**src/rtl/jts18_pri_pkg.sv**
```systemverilog
// Shared types for the System 18 layer-priority gate: the rank type used by
// every plane and the VDP, and the states of the next-permutation walker.
package jts18_pri_pkg;

   localparam int RANK_W     = 3;
   localparam int MAX_LAYERS = 8;

   typedef logic [RANK_W-1:0] rank_t;

   typedef enum logic [2:0] {
      ST_IDLE    = 3'd0,
      ST_FIND_I  = 3'd1,
      ST_FIND_J  = 3'd2,
      ST_SWAP    = 3'd3,
      ST_REVERSE = 3'd4,
      ST_COMMIT  = 3'd5
   } perm_state_t;

   // Identity order for the widest build; callers keep the low LAYERS entries.
   function automatic logic [MAX_LAYERS*RANK_W-1:0] identity_order();
      logic [MAX_LAYERS*RANK_W-1:0] r;
      r = '0;
      for (int k = 0; k < MAX_LAYERS; k++) r[k*RANK_W +: RANK_W] = RANK_W'(k);
      return r;
   endfunction

endpackage

```
**src/rtl/jts18_pri_perm.sv**
```systemverilog
// Lexicographic next-permutation walker over the working order ord[].
// One request advances ord[] by one permutation, one index or swap per cycle;
// done pulses in COMMIT so the owner can copy ord[] in one go.
module jts18_pri_perm
   import jts18_pri_pkg::*;
#(
   parameter int LAYERS = 5,
   parameter int LW     = $clog2(LAYERS)
)(
   input  logic               clk,
   input  logic               rst,
   input  logic               clr,
   input  logic               req,
   output logic               busy,
   output logic               done,
   output rank_t [LAYERS-1:0] ord,
   output logic [15:0]        perm_cnt,
   output perm_state_t        state
);

   localparam rank_t [LAYERS-1:0] IDENT = (RANK_W*LAYERS)'(identity_order());

   perm_state_t   state_nx;
   logic [LW-1:0] i, j, lo, hi;

   // State register; clr returns the walker to IDLE even mid-permutation.
   always_ff @(posedge clk) begin
      // NOTE: sequential state uses non-blocking assignments so every register
      // samples the pre-edge values, whatever order the statements run in.
      if (rst || clr) state <= ST_IDLE;
      else            state <= state_nx;
   end

   // Next state and handshake outputs.
   always_comb begin
      // NOTE: every output gets a default first so no path leaves it unassigned
      // and no latch is inferred.
      state_nx = state;
      busy     = (state != ST_IDLE);
      done     = (state == ST_COMMIT);
      case (state)
         ST_IDLE:    if (req) state_nx = ST_FIND_I;
         ST_FIND_I: begin
            if (ord[i] < ord[i + 1'b1]) state_nx = ST_FIND_J;
            else if (i == '0)           state_nx = ST_COMMIT;
         end
         ST_FIND_J:  if (ord[j] > ord[i]) state_nx = ST_SWAP;
         ST_SWAP:    state_nx = ST_REVERSE;
         ST_REVERSE: if (lo >= hi) state_nx = ST_COMMIT;
         ST_COMMIT:  state_nx = ST_IDLE;
         default:    state_nx = ST_IDLE;
      endcase
   end

   // Working order, scan indices and permutation counter.
   always_ff @(posedge clk) begin
      // NOTE: ord[] is reset because identity is the defined starting order;
      // the scan indices are reset only to keep simulation free of X.
      if (rst || clr) begin
         ord      <= IDENT;
         perm_cnt <= '0;
         i        <= '0;
         j        <= '0;
         lo       <= '0;
         hi       <= '0;
      end else begin
         case (state)
            ST_IDLE: if (req) i <= LW'(LAYERS-2);
            ST_FIND_I: begin
               if (ord[i] < ord[i + 1'b1]) begin
                  j <= LW'(LAYERS-1);
               end else if (i == '0) begin
                  // Last permutation reached: wrap order and count together.
                  ord      <= IDENT;
                  perm_cnt <= '0;
               end else begin
                  i <= i - 1'b1;
               end
            end
            ST_FIND_J: if (!(ord[j] > ord[i])) j <= j - 1'b1;
            ST_SWAP: begin
               ord[i] <= ord[j];
               ord[j] <= ord[i];
               lo     <= i + 1'b1;
               hi     <= LW'(LAYERS-1);
            end
            ST_REVERSE: begin
               if (lo < hi) begin
                  ord[lo] <= ord[hi];
                  ord[hi] <= ord[lo];
                  lo      <= lo + 1'b1;
                  hi      <= hi - 1'b1;
               end else begin
                  perm_cnt <= perm_cnt + 16'd1;
               end
            end
            default: ;
         endcase
      end
   end

endmodule

```
**src/rtl/jts18_vdp_pri_seq.sv**
```systemverilog
// Layer-priority gate for the System 18 VDP/tilemap/object mixer.
// Two-stage pipeline: stage 1 registers the pixel and each plane's rank, stage 2
// picks the highest-ranked opaque plane and decides whether the VDP pixel wins.
// Build option: define JTS18_PRI_SEQ_EN to add the permutation test sequencer
// (frame counter, run/step buttons, next-permutation FSM, debug status). Without
// it the order is fixed at identity and st_show reads zero.
module jts18_vdp_pri_seq
   import jts18_pri_pkg::*;
#(
   parameter int LAYERS = 5,
   parameter int LW     = $clog2(LAYERS),
   parameter int VBLS   = 180
)(
   input  logic              clk,
   input  logic              rst,
   input  logic              LVBL,
   input  logic [1:0]        buttons,
   input  logic [7:0]        debug_bus,
   input  logic [LAYERS-1:0] opaque,
   input  logic              vdp_opaque,
   input  logic [2:0]        vdp_prio,
   output logic              vdp_sel,
   output logic [LW-1:0]     lyr_sel,
   output logic              lyr_vld,
   output logic [7:0]        st_show
);

   localparam rank_t [LAYERS-1:0] IDENT = (RANK_W*LAYERS)'(identity_order());

   rank_t [LAYERS-1:0] act_ord;

   logic [LAYERS-1:0]  s1_opaque;
   logic               s1_vdp_opaque;
   rank_t              s1_vdp_prio;
   rank_t [LAYERS-1:0] s1_rank;
   logic [LW-1:0]      win_idx;
   rank_t              win_rank;
   logic               win_vld;

   // Stage 1: register the pixel and map every plane to its active rank.
   always_ff @(posedge clk) begin
      if (rst) begin
         s1_opaque     <= '0;
         s1_vdp_opaque <= 1'b0;
         s1_vdp_prio   <= '0;
         s1_rank       <= '0;
      end else begin
         s1_opaque     <= opaque;
         s1_vdp_opaque <= vdp_opaque;
         s1_vdp_prio   <= vdp_prio;
         s1_rank       <= act_ord;
      end
   end

   // Highest-ranked opaque plane; ranks are a permutation so there are no ties.
   always_comb begin
      win_idx  = '0;
      win_rank = '0;
      win_vld  = 1'b0;
      for (int p = 0; p < LAYERS; p++) begin
         if (s1_opaque[p] && (!win_vld || s1_rank[p] > win_rank)) begin
            win_vld  = 1'b1;
            win_rank = s1_rank[p];
            win_idx  = LW'(p);
         end
      end
   end

   // Stage 2: the VDP needs a strictly higher rank, so a tie goes to the plane.
   always_ff @(posedge clk) begin
      if (rst) begin
         vdp_sel <= 1'b0;
         lyr_sel <= '0;
         lyr_vld <= 1'b0;
      end else begin
         vdp_sel <= s1_vdp_opaque && (!win_vld || s1_vdp_prio > win_rank);
         lyr_sel <= win_idx;
         lyr_vld <= win_vld;
      end
   end

`ifdef JTS18_PRI_SEQ_EN

   logic [1:0]  lvbl_sr;      // [0] current, [1] previous
   logic [1:0]  btn_q;
   logic [7:0]  frame_cnt;
   logic        run;
   logic        pending;
   logic        soft_clr;
   logic        vbl_edge;
   logic        frame_wrap;
   logic [1:0]  btn_fall;
   logic        adv_req;
   logic        perm_req;
   logic        perm_busy;
   logic        perm_done;
   logic [15:0] perm_cnt;
   perm_state_t perm_state;
   logic [2:0]  lyr_sel3;
   rank_t [LAYERS-1:0] work_ord;
   logic        unused_bits;

   // Both buttons low is an operator-driven clear; it acts on the raw input so
   // it lands on the very next edge and overrides any request in flight.
   assign soft_clr   = (buttons == 2'b00);
   assign vbl_edge   = lvbl_sr[0] & ~lvbl_sr[1];
   assign frame_wrap = vbl_edge && (frame_cnt == 8'(VBLS-1));
   assign btn_fall   = btn_q & ~buttons;
   assign adv_req    = btn_fall[0] | (frame_wrap & run);
   assign perm_req   = !perm_busy && (adv_req || pending);
   assign lyr_sel3   = 3'(lyr_sel);
   assign unused_bits = ^{perm_cnt[15:8], debug_bus[6:1]};

   // Input sampling for edge detection; idle levels avoid a spurious edge.
   always_ff @(posedge clk) begin
      if (rst) begin
         lvbl_sr <= 2'b11;
         btn_q   <= 2'b11;
      end else begin
         lvbl_sr <= {lvbl_sr[0], LVBL};
         btn_q   <= buttons;
      end
   end

   // Frame counter, run flag, single pending request and the active order.
   always_ff @(posedge clk) begin
      if (rst || soft_clr) begin
         frame_cnt <= '0;
         run       <= 1'b0;
         pending   <= 1'b0;
         act_ord   <= IDENT;
      end else begin
         if (vbl_edge)    frame_cnt <= frame_wrap ? 8'd0 : frame_cnt + 8'd1;
         if (btn_fall[1]) run <= ~run;
         if (perm_busy) begin
            if (adv_req) pending <= 1'b1;
         end else begin
            pending <= 1'b0;
         end
         if (perm_done) act_ord <= work_ord;
      end
   end

   jts18_pri_perm #(
      .LAYERS (LAYERS),
      .LW     (LW)
   ) u_perm (
      .clk      (clk),
      .rst      (rst),
      .clr      (soft_clr),
      .req      (perm_req),
      .busy     (perm_busy),
      .done     (perm_done),
      .ord      (work_ord),
      .perm_cnt (perm_cnt),
      .state    (perm_state)
   );

   // Debug status selector.
   always_comb begin
      st_show = frame_cnt;
      if (debug_bus[7])      st_show = perm_cnt[7:0];
      else if (debug_bus[0]) st_show = {run, pending, perm_state, lyr_sel3};
   end

`else

   logic unused_bits;

   assign act_ord     = IDENT;
   assign st_show     = '0;
   assign unused_bits = ^{LVBL, buttons, debug_bus, 8'(VBLS)};

`endif

endmodule

```
**config.mk**
```make
export PLATFORM = sky130hd
export DESIGN_NAME = jts18_vdp_pri_seq
export DESIGN_NICKNAME = d
export VERILOG_FILES = /design/src/rtl/jts18_pri_pkg.sv /design/src/rtl/jts18_pri_perm.sv /design/src/rtl/jts18_vdp_pri_seq.sv
export SDC_FILE = /design/constraint.sdc
export NUM_CORES = 1
export LEC_CHECK = 0
export CAP_MARGIN = 20
export CORE_MARGIN = 10
export CORE_UTILIZATION = 39
export DETAILED_ROUTE_END_ITERATION = 10
export GPL_TIMING_DRIVEN = 0
export HOLD_SLACK_MARGIN = 0.02
export PLACE_DENSITY = 0.93
export SLEW_MARGIN = 5
export SYNTH_ARGS = -nofsm -noshare
export SYNTH_HDL_FRONTEND = slang
export SYNTH_SLANG_ARGS = --single-unit
```
**constraint.sdc**
```tcl
create_clock -name clk -period 3.15 [get_ports clk]
set_input_delay 0.315 -clock clk [delete_from_list [all_inputs] [get_ports clk]]
set_output_delay 0.315 -clock clk [all_outputs]
set_load 0.01 [all_outputs]
```
==> impl_metrics.json <==
{
  "yosysWarningCount": 0,
  "final_cell_area_um2": 862.1,
  "hold_viol_final": 0,
  "synth_ff_type": "dfxtp_1",
  "ys_types": 22,
  "seqPwrFrac": 0.550,
  "wl_per_cell_um": 10.49,
  "synth_area_leader_cell": "dfxtp_1",
  "rsz0062_at_grt": "no",
  "reg2reg_from": "s1_rank[9]$_DFF_P_",
  "synth-seq-area-share": 0.4697,
  "intPower_w": 0.0002877,
  "htree_levels": 1,
  "cp-start-kind": "flip-flop",
  "r2r-end": "vdp_sel$_SDFF_PP0_",
  "dieArea_mm2": 0.003659,
  "netlist_area_um2": 639.4,
  "finalSetupViolCount": 0,
  "seq_area_um2": 300.3,
  "synth_cells": 66,
  "grt_overflow": 0,
  "tns_ns": 0,
  "multi_input_area_um2": 282.8,
  "leakage_nw": 0.3698,
  "worstHoldStart": "s1_opaque[4]$_SDFF_PP0_",
  "first_global_vias": 474,
  "p_sw_w": 0.00008994,
  "clk_latency_ns": 0.28,
  "pwr-share-comb": 0.166,
  "switching_share": 0.2382,
  "drt_iter0_markers": 5,
  "cp.required_ns": 3.32,
  "holdWs_ns": 0.4880,
  "die_x_um": 60.49,
  "ir_worst_vdd_uv": 261.5,
  "netlist.area_leader.share": 0.4697,
  "critPathBufInv": 0,
  "clk_pin_slew_ns": 0.08,
  "skew_ns": 0.001237,
  "end_kind": "flip-flop",
  "row_count": 14,
  "grt_max_degree": 11,
  "yosys-top-cells-count": "dfxtp_1 (15), nor2b_1 (11), buf_4 (8)",
  "ys_ff_latch": 15,
  "cts-resized-gates": 0,
  "num_antenna_cells": 0,
  "hold_class": "flip-flop to flip-flop",
  "fill_cells": 150,
  "slew_viol_final": 0,
  "p_per_area_mw_per_mm2": 438.0,
  "cts.root.buffer_cell": "clkbuf_4",
  "min_to": "lyr_sel[2]$_SDFF_PP0_",
  "cts_buffers": 3,
  "first_pass_iters": 4,
  "grt_pass1_wl_um": 1869,
  "maxCapViolations": 0,
  "cts_hold_buf": 0,
  "worst-setup-path-type": "flip-flop to flip-flop",
  "slowest_delay_ns": 0.45,
  "finalCritPeriodShare": 0.5145,
  "period_needed_ns": 1.621,
  "cts_tree": "built",
  "cts_buffer_depth": 2,
  "initial_core_util": 0.4195,
  "port_buffers": 15,
  "fmax_ghz": 0.6171,
  "vias_per_cell": 4.352,
  "hold_depth": 2,
  "dp_hpwl_um": 943.2,
  "drive_gt1_frac": 0.1630,
  "path_cells": "nand2b_1 -> or2_2 -> ha_1 -> a221oi_1 -> o21ai_0",
  "postCtsSetupRepairBufs": 0,
  "vias": 470,
  "power.share.clock": 0.284,
  "die_y_um": 60.49,
  "cp_max_fo": 7,
  "drt_drc_violations_left": 0,
  "cp_top_family": "flip-flops",
  "syn_area_per_cell_um2": 9.687,
  "area_growth_pct": 34.83,
  "place_area_um2": 835.8,
  "synth_area_leaders": "dfxtp_1 (47%), nor2b_1 (11%), buf_4 (9.4%)",
  "reg2reg_depth": 5,
  "critPathArrivalTime_ns": 1.79,
  "crit_slowest_cell": "dfxtp_1",
  "synth-edff-count": 0,
  "r2r_slack_ns": 1.53,
  "antenna_found_initial": 0,
  "place_congestion": 0.7340,
  "status": "finished, final reports clean",
  "synthArstFlopShare": 0,
  "wl_um": 1133,
  "synth_most_common_cell": "dfxtp_1",
  "fin_nets": 118,
  "ant_nets": 0,
  "cts.sinks": 15,
  "grt_usage": 0.07116,
  "ios": 35,
  "core_area_mm2": 0.001524
}
==> cells in the final DEF, fill, tap and decap left out <==
master / n
a221oi_1: 1
nand2b_1: 1
nor4_4: 1
ha_1: 3
buf_4: 8
or2b_1: 1
clkdlybuf4s50_1: 15
o21ai_2: 1
nor2_1: 3
nand2_1: 3
o21ai_0: 1
or2_2: 1
nor2b_1: 11
dfxtp_1: 15
nor3_1: 1
o31a_1: 1
clkbuf_1: 2
inv_1: 5
nand3_1: 2
conb_1: 8
o221ai_1: 1
nor3b_2: 1
clkbuf_4: 3
a21oi_1: 3
==> per-layer routing <==
layer,routed length [um],track usage,vias up
met3,155,0.05010,4
met4,40,0.06583,0
li1,-,-,251
met5,0,0,-
met1,387,0.05826,194
met2,550,0.1118,21
==> sequential cells by signal, indices dropped and copies added (netlist names) <==
signal and cells:
s1_opaque 5, lyr_sel 3, s1_vdp_opaque 1, lyr_vld 1, s1_rank 1, vdp_sel 1
s1_vdp_prio 3
==> worst min-delay path: stages, from the launching register on <==
cell     delay, ns
dfxtp_1       0.35
o21ai_2       0.07
nor2_1        0.04
==> worst max path at each step <==
stage	to	depth (start not counted)	slack (ns)	from
floorplan	vdp_sel$_SDFF_PP0_	5	1.65	s1_rank[9]$_DFF_P_
global placement	vdp_sel$_SDFF_PP0_	5	1.59	s1_rank[9]$_DFF_P_
detailed placement	vdp_sel$_SDFF_PP0_	5	1.53	s1_rank[9]$_DFF_P_
CTS	vdp_sel$_SDFF_PP0_	5	1.52	s1_rank[9]$_DFF_P_
global route	vdp_sel$_SDFF_PP0_	5	1.44	s1_rank[9]$_DFF_P_
finish	vdp_sel$_SDFF_PP0_	5	1.53	s1_rank[9]$_DFF_P_
==> stage by stage <==
stage | power [W] | worst slack, ns | std cells | utilization
2_1_floorplan | 0.0002495 | 1.655 | 73 | -
3_3_place_gp | 0.0002723 | 1.586 | 104 | 0.5484
3_5_place_dp | 0.0002747 | 1.531 | 104 | 0.5484
4_1_cts | 0.0003831 | 1.524 | 108 | 0.5657
5_1_grt | 0.0003983 | 1.442 | 108 | 0.5657
6_report | 0.0003776 | 1.529 | 108 | 0.5657
==> power by group through the flow <==
stage	combinational, W	clock, W	sequential [W]
2_1_floorplan	0.0000363	0	0.000213
3_3_place_gp	0.0000605	0	0.000212
3_5_place_dp	0.0000622	0	0.000212
4_1_cts	0.0000626	0.000113	0.000208
5_1_grt	0.0000691	0.000120	0.000210
6_report	0.0000626	0.000107	0.000208
==> area by class of cell <==
| cell class | count | area share |
|---|---|---|
| clock buffers | 4 | 0.03048 |
| flip-flops and latches | 15 | 0.3483 |
| multi-input cells | 44 | 0.3280 |
| well taps | 16 | 0.02322 |
| inverters | 5 | 0.02177 |
| plain buffers | 9 | 0.07402 |
| repair buffers | 15 | 0.1742 |
==> cell families after synthesis <==
group                      after synthesis  share of synthesized area
other                                    1                   0.005865
DFF                                     15                     0.4697
buffers and inverters                   14                     0.1292
and+or+nand+nor                         25                     0.2505
adders and majority gates                3                    0.05871
AOI/OAI and AO/OA                        8                    0.08610
No activity file was read; power rests on OpenSTA's default activity.
